## src/rtl/toggle_debouncer.sv

```systemverilog
`default_nettype none
// ============================================================================
// Module   : toggle_debouncer
// Purpose  : Converts a raw, bouncy, asynchronous button level into a clean
//            single-cycle toggle strobe for a downstream toggle flip-flop
//            that is clocked by the same Clk. The input is synchronised
//            through two flops. Both edges are then debounced by a
//            counter-based FSM.
// Options  : Define TOGGLE_AUTOREPEAT_EN to emit a repeat strobe every
//            REPEAT_CYCLES cycles while the button stays held. Without it,
//            exactly one strobe is issued per accepted press.
// Params   : DEBOUNCE_CYCLES (>= 2) stable cycles to accept press/release
//            REPEAT_CYCLES   (>= 2) auto-repeat period (macro builds only)
// Ports    : Clk    in   rising-edge clock
//            Reset  in   asynchronous, active-high reset
//            Btn    in   raw button level, 1 = pressed
//            T      out  registered one-cycle toggle strobe
//            Stable out  registered debounced button level
//            Busy   out  registered, high while a press/release is qualified
// Revision : 1.0 - initial release
// ============================================================================
module toggle_debouncer #(
    parameter int DEBOUNCE_CYCLES = 4,
    parameter int REPEAT_CYCLES   = 16
) (
    input  logic Clk,
    input  logic Reset,
    input  logic Btn,
    output logic T,
    output logic Stable,
    output logic Busy
);

    // The counter is sized for the longer of the two intervals.
    localparam int C_MAX_CYCLES = (DEBOUNCE_CYCLES > REPEAT_CYCLES) ?
                                  DEBOUNCE_CYCLES : REPEAT_CYCLES;
    localparam int C_CNT_W      = $clog2(C_MAX_CYCLES) + 1;

    localparam logic [C_CNT_W-1:0] C_DEB_LAST = C_CNT_W'(DEBOUNCE_CYCLES - 1);
    localparam logic [C_CNT_W-1:0] C_CNT_MAX  = {C_CNT_W{1'b1}};
    localparam logic [C_CNT_W-1:0] C_CNT_ONE  = C_CNT_W'(1);
`ifdef TOGGLE_AUTOREPEAT_EN
    localparam logic [C_CNT_W-1:0] C_REP_LAST = C_CNT_W'(REPEAT_CYCLES - 1);
`endif

    typedef enum logic [1:0] {
        ST_IDLE         = 2'd0,
        ST_PRESS_WAIT   = 2'd1,
        ST_HELD         = 2'd2,
        ST_RELEASE_WAIT = 2'd3
    } state_t;

    state_t               state_q, state_d;
    logic                 s1_q;
    logic                 btn_s_q;
    logic [C_CNT_W-1:0]   count_q, count_d;
    logic [C_CNT_W-1:0]   count_inc;
    logic                 t_q, t_d;
    logic                 stable_q, stable_d;
    logic                 busy_q, busy_d;

    // ------------------------------------------------------------------
    // Two-flop synchroniser: only btn_s_q is seen by the FSM.
    // ------------------------------------------------------------------
    always_ff @(posedge Clk or posedge Reset) begin
        if (Reset) begin
            s1_q    <= 1'b0;
            btn_s_q <= 1'b0;
        end else begin
            s1_q    <= Btn;
            btn_s_q <= s1_q;
        end
    end

    // Saturating increment: the counter must never wrap back to zero.
    assign count_inc = (count_q == C_CNT_MAX) ? count_q : (count_q + C_CNT_ONE);

    // ------------------------------------------------------------------
    // FSM state, counter and registered outputs.
    // ------------------------------------------------------------------
    always_ff @(posedge Clk or posedge Reset) begin
        if (Reset) begin
            state_q  <= ST_IDLE;
            count_q  <= '0;
            t_q      <= 1'b0;
            stable_q <= 1'b0;
            busy_q   <= 1'b0;
        end else begin
            state_q  <= state_d;
            count_q  <= count_d;
            t_q      <= t_d;
            stable_q <= stable_d;
            busy_q   <= busy_d;
        end
    end

    // ------------------------------------------------------------------
    // Next-state logic. Outputs are derived from the next state, so the
    // registered outputs always line up with the registered state.
    // ------------------------------------------------------------------
    always_comb begin
        state_d = state_q;
        count_d = count_q;
        t_d     = 1'b0;

        case (state_q)
            ST_IDLE: begin
                if (btn_s_q) begin
                    state_d = ST_PRESS_WAIT;
                    count_d = '0;
                end
            end

            ST_PRESS_WAIT: begin
                if (!btn_s_q) begin
                    // Bounce: the press is dropped and no strobe is issued.
                    state_d = ST_IDLE;
                    count_d = '0;
                end else if (count_q >= C_DEB_LAST) begin
                    state_d = ST_HELD;
                    t_d     = 1'b1;
                    count_d = '0;
                end else begin
                    count_d = count_inc;
                end
            end

            ST_HELD: begin
                if (!btn_s_q) begin
                    state_d = ST_RELEASE_WAIT;
                    count_d = '0;
                end else begin
`ifdef TOGGLE_AUTOREPEAT_EN
                    // Entering HELD always leaves count at 0, so a repeat
                    // strobe can never follow the press strobe directly.
                    if (count_q >= C_REP_LAST) begin
                        t_d     = 1'b1;
                        count_d = '0;
                    end else begin
                        count_d = count_inc;
                    end
`else
                    count_d = '0;
`endif
                end
            end

            ST_RELEASE_WAIT: begin
                if (btn_s_q) begin
                    // Release glitch: go back to HELD silently. Clearing
                    // count restarts any auto-repeat interval.
                    state_d = ST_HELD;
                    count_d = '0;
                end else if (count_q >= C_DEB_LAST) begin
                    state_d = ST_IDLE;
                    count_d = '0;
                end else begin
                    count_d = count_inc;
                end
            end

            default: begin
                state_d = ST_IDLE;
                count_d = '0;
            end
        endcase

        stable_d = (state_d == ST_HELD) || (state_d == ST_RELEASE_WAIT);
        busy_d   = (state_d == ST_PRESS_WAIT) || (state_d == ST_RELEASE_WAIT);
    end

    assign T      = t_q;
    assign Stable = stable_q;
    assign Busy   = busy_q;

endmodule
`default_nettype wire
```

## config.mk

```make
export PLATFORM = sky130hd
export DESIGN_NAME = toggle_debouncer
export DESIGN_NICKNAME = d
export VERILOG_FILES = /design/src/rtl/toggle_debouncer.sv
export SDC_FILE = /design/constraint.sdc
export NUM_CORES = 1
export LEC_CHECK = 0
export CORE_AREA = 2 2 39 41
export DETAILED_ROUTE_END_ITERATION = 8
export DIE_AREA = 0 0 41 43
export GPL_ROUTABILITY_DRIVEN = 0
export PLACE_DENSITY = 0.65
export SLEW_MARGIN = 0
export SYNTH_ARGS = -nofsm -noshare
export SYNTH_HDL_FRONTEND = slang
export SYNTH_SLANG_ARGS = --single-unit
```

## constraint.sdc

```tcl
create_clock -name Clk -period 1.7 [get_ports Clk]
set_clock_uncertainty 0.1 [all_clocks]
set_input_delay 0.34 -clock Clk [delete_from_list [all_inputs] [get_ports Clk]]
set_output_delay 0.34 -clock Clk [all_outputs]
set_load 0.01 [all_outputs]
```

## Word level (Yosys, flattened, before mapping)

Cells that the tools add are included.

- Word-level logic and storage cells: 36
- Output and inout port bits: 3
- Bits of input ports: 3
- Register bits after elaboration: 12

- $add $sub $neg: 1
- Reductions and logical operators: 3
- Equal/unequal tests: 8
- Magnitude comparators: 1
- Multiplexer cells: 16

Operator list:

| cell | number |
|---|---|
| 2-to-1 mux 5 bit | 5 |
| one-hot mux 5 bit (4 select lines) | 1 |
| 2-to-1 mux 2 bit | 6 |
| equality test 2 bit, second input constant | 4 |
| one-hot mux 2 bit (4 select lines) | 1 |
| adder 5 x 1 -> 5 bit, second input constant | 1 |
| equality test 5 bit, second input constant | 1 |
| >= comparator 5 x 2 -> 1 bit, second input constant | 1 |
| equality test 2 x 1 -> 1 bit, second input constant | 2 |
| 2-to-1 mux 1 bit | 3 |
| logical NOT 2 bit | 1 |
| logical OR 1 bit | 2 |
| inequality test 2 bit, second input constant | 1 |

## Longest topological paths before layout

- Depth in word-level cells: 6
- Depth in mapped cells: 4
- Depth with buffers taken out: 4

## Worst setup path after synthesis

No wires, ideal clock.

- Kind: reg2reg
- From: register count_q[0]
- To: register stable_q (netlist: Stable)
- Clock period less this slack: 1.523 ns
- Library setup time: 0.125 ns
- Buffers on the path: 0
- Data required time: 1.475 ns
- Cell stages (with the launch flop): 5
- Arrival: 1.298 ns
- Setup slack: 0.177 ns
- Path through: dfrtp_1 -> ha_1 -> nor4_4 -> a21boi_2 -> mux2_4

- Word-level cells in the longest chain between the ends: 6
- Elaborated cells on any way between the ends: 9
- Those cells by class: order compare (1); eq/ne (2); mux (5); reduce/logical (1)

Ends and longest elaborated chain:

| element | RTL line | source |
|---|---|---|
| from (decl) | 56 | `logic [C_CNT_W-1:0] count_q, count_d;` |
| from (signal assigned) | 90 | `count_q <= count_d;` |
| >= comparator 5 x 2 -> 1 bit * | 119, 154 |  |
| 2-to-1 mux 2 bit (on tied branches) | 154, 119 |  |
| 2-to-1 mux 2 bit (on tied branches) | 149, 115 |  |
| one-hot mux 2 bit (4 select lines) * | 106 | `case (state_q)` |
| equality test 2 bit | 168 | `stable_d = (state_d == ST_HELD) \|\| (state_d == ST_RELEASE_WAIT);` |
| logical OR 1 bit * | 168 |  |
| named net stable_d | 59 | `logic stable_q, stable_d;` |
| to (signal assigned) | 92 | `stable_q <= stable_d;` |
| to (decl) | 59 |  |

Mark *: on every way through the listed nets, which the timed path passes. The rest lies on a longest branch.
A chain may end at the register's enable or synchronous reset.

## Worst setup path in the final report

- From: register stable_q (netlist: Stable)
- To: output Stable

RTL lines:

| element | RTL line | source |
|---|---|---|
| to (decl) | 30 | `output logic Stable,` |

No word-level cell between the ends.

==> out/qor.json <==
{
  "result_of_the_run": {"value": "complete, no violations"},
  "yosys_warnings": {"value": 0},
  "drt_iter0_markers": {"value": 3},
  "post_synth_cell_types": {"value": 22},
  "slew_of_the_pin_with_the_lowest_slew_margin": {"value": 415, "unit": "ps"},
  "critPathKind": {"value": "reg -> out"},
  "n_fill_cell": {"value": 139},
  "placeableCoreArea": {"value": 0.00138, "unit": "mm^2"},
  "grt_pass1_wl": {"value": 1320, "unit": "um"},
  "data_arrival_time_of_the_worst_path": {"value": 1150, "unit": "ps"},
  "finish.net_count": {"value": 52},
  "floorplan.die.width": {"value": 41, "unit": "um"},
  "syn2layout_area_growth": {"value": 22.8, "unit": "%"},
  "cp_delay_by_family_top": {"value": "buffers and inverters"},
  "timing_max_transition_violations_final": {"value": 0},
  "synth_fp_nets": {"value": 41},
  "antenna_violating_nets_post_route": {"value": 0},
  "dieArea": {"value": 0.00176, "unit": "mm^2"},
  "syn-cell-area": {"value": 473, "unit": "um^2"},
  "remaining_drc_errors": {"value": 0},
  "cts_post_setup_buffers_inserted": {"value": 0},
  "setup.worst_path.start_class": {"value": "flip-flop"},
  "initial_core_util": {"value": 34.2, "unit": "%"},
  "routed_via_density": {"value": 4.97},
  "ctsHtreeMaxLevel": {"value": 1},
  "placementRows": {"value": 14},
  "critical_path.endpoint_type": {"value": "primary output"},
  "final.period_utilization": {"value": 93.4, "unit": "%"},
  "via_count": {"value": 313},
  "grt_pass1_vias": {"value": 314},
  "drive_above_1_share": {"value": 19.1, "unit": "%"},
  "hold_class": {"value": "reg -> reg"},
  "fmaxAchievable": {"value": 630, "unit": "MHz"},
  "crit_cells": {"value": 1},
  "clk_root_buffer_cell": {"value": "clkbuf_4"},
  "overflow": {"value": 0},
  "path_cells": {"value": "clkdlybuf4s50_1"},
  "cpMaxStageDelayCell": {"value": "clkdlybuf4s50_1"},
  "ff2ff_path_depth": {"value": 4},
  "synthesis.area_per_instance": {"value": 12.8, "unit": "um^2"},
  "drt_first_pass_iters": {"value": 3},
  "antenna_found_initial": {"value": 0},
  "critical-path-max-stage-delay": {"value": 540, "unit": "ps"},
  "required_time_of_the_worst_setup_path": {"value": 1260, "unit": "ps"},
  "p_per_area": {"value": 1350, "unit": "mW/mm^2"},
  "groute.usage.overall": {"value": 11.6, "unit": "%"},
  "final-setup-viol-count": {"value": 0},
  "hold_viol_final": {"value": 0},
  "seq_area_frac_synth": {"value": 58.2, "unit": "%"},
  "max-slew-margin-rel": {"value": 72.3, "unit": "%"},
  "setup_slack": {"value": 113, "unit": "ps"},
  "post_synth_inst_count": {"value": 37},
  "floorplan.die.height": {"value": 43, "unit": "um"},
  "path_buf_inv": {"value": 1},
  "cts.clk_slew.worst_paths": {"value": 70, "unit": "ps"},
  "cts-hold-fix-buffers": {"value": 0},
  "min_delay_path_depth": {"value": 0},
  "clock_insertion_delay_worst_skew": {"value": 270, "unit": "ps"},
  "n_antenna_cell": {"value": 0},
  "wl_per_cell": {"value": 11.7, "unit": "um"},
  "cellLeakagePower": {"value": 0.266, "unit": "nW"},
  "cts.path.max_buffers": {"value": 2},
  "io-pin-count": {"value": 6},
  "drv_cap": {"value": 0},
  "worstPathMaxFanout": {"value": 2},
  "tritoncts_clock_tree": {"value": "yes"},
  "ir_worst_vdd": {"value": 616, "unit": "uV"},
  "post_cts.resized_instances": {"value": 0},
  "drt_wl_total": {"value": 738, "unit": "um"},
  "place.detailed.hpwl": {"value": 555, "unit": "um"},
  "finalCriticalPeriod": {"value": 1590, "unit": "ps"},
  "grt_start_max_net_pins": {"value": 12},
  "ys_ff_latch": {"value": 11},
  "cts_made_buffers": {"value": 3},
  "port_buffers": {"value": 5},
  "rsz0062_at_grt": {"value": "false"},
  "pre_cts_ws": {"value": 187, "unit": "ps"},
  "cts.sink_count": {"value": 11},
  "timing.setup.tns": {"value": 0, "unit": "ps"}
}
cell families after synthesis:
family                     count (synthesis)  share of synthesized area [%]
buffers and inverters                      3                           2.38
adders and majority gates                  1                           2.65
AOI/OAI and AO/OA                          6                           10.3
and+or+nand+nor                           14                           21.4
DFF                                       11                           58.2
xor gates and xnor gates                   1                           1.85
muxes                                      1                           3.17
area by class of cell:
type	count	area, um^2	area share [%]
well taps	16	20.0	3.45
inverters	2	7.51	1.29
clock buffers	4	26.3	4.53
multi-input cells	23	186	32.1
repair buffers	7	65.1	11.2
flip-flops and latches	11	275	47.4
routing by layer:
layer | track usage, % | vias up | wire length (um)
li1 | - | 150 | -
met1 | 14.6 | 153 | 321
met2 | 15.6 | 8 | 377
met3 | 3.14 | 2 | 23
met4 | 10.0 | 0 | 14
met5 | 0 | - | 0
registers in the layout, summed over array words and instances, names as in the netlist:
| name | flops |
|---|---|
| count_q | 5 |
| Busy | 1 |
| Stable | 1 |
| T | 1 |
| btn_s_q | 1 |
| s1_q | 1 |
| state_q | 1 |
cell usage after synthesis (all sizes together):
cell,count,area (um^2)
nand2,1,3.75
mux2,1,15.0
xnor2,1,8.76
nor3,1,5.00
ha,1,12.5
o21ai,1,5.00
inv,2,7.51
nor3b,1,7.51
a21boi,2,18.8
nor2b,1,6.26
dfrtp,11,275
clkbuf,1,3.75
a41oi,1,8.76
nor4,1,21.3
and2,4,26.3
o41ai,1,8.76
nand4,1,6.26
o211ai,1,7.51
nor2,2,7.51
and3b,2,17.5
through the flow:
stage          hold slack, ps  instances  utilization [%]  instance area (um^2)  power (W)
5_1_grt                   257         63             42.0                   581   0.000847
3_5_place_dp              239         59             40.1                   554   0.000614
2_1_floorplan            92.4         37                -                   473   0.000510
3_3_place_gp              235         59             40.1                   554   0.000609
6_report                  251         63             42.0                   581   0.000782
4_1_cts                   255         63             42.0                   581   0.000797
report_power, final:
part | internal (W) | total, W | switching (W)
logic | 0.000141 | 0.000245 | 0.000104
registers | 0.000317 | 0.000361 | 0.0000437
clock network | 0.0000909 | 0.000177 | 0.0000859
layout by cell type (no fill, tap or decap):
master,n
o211ai_1,1
nor2_1,2
and2_1,3
a21boi_2,1
mux2_4,1
nor2b_1,1
clkdlybuf4s50_1,5
a21boi_0,1
ha_1,1
buf_4,2
o21ai_0,1
o41ai_1,1
dfrtp_1,11
clkbuf_4,3
and3b_1,2
nand4_1,1
and2_2,1
nand2_1,1
a41oi_1,1
xnor2_1,1
nor3b_1,1
nor3_1,1
inv_1,2
nor4_4,1
clkbuf_1,1
final timing paths:
kind,startpoint,end,slack [ps]
min in group asynchronous,Reset,s1_q$_DFF_PP0_,260
max in group asynchronous,Reset,count_q[1]$_DFFE_PP0P_,960
setup reg to reg,count_q[0]$_DFFE_PP0P_,Stable$_DFF_PP0_,190
hold reg to reg,s1_q$_DFF_PP0_,btn_s_q$_DFF_PP0_,250
hold / removal,s1_q$_DFF_PP0_,btn_s_q$_DFF_PP0_,250
setup / recovery,Stable$_DFF_PP0_,Stable,110
Power figures use the tool's default switching activity.
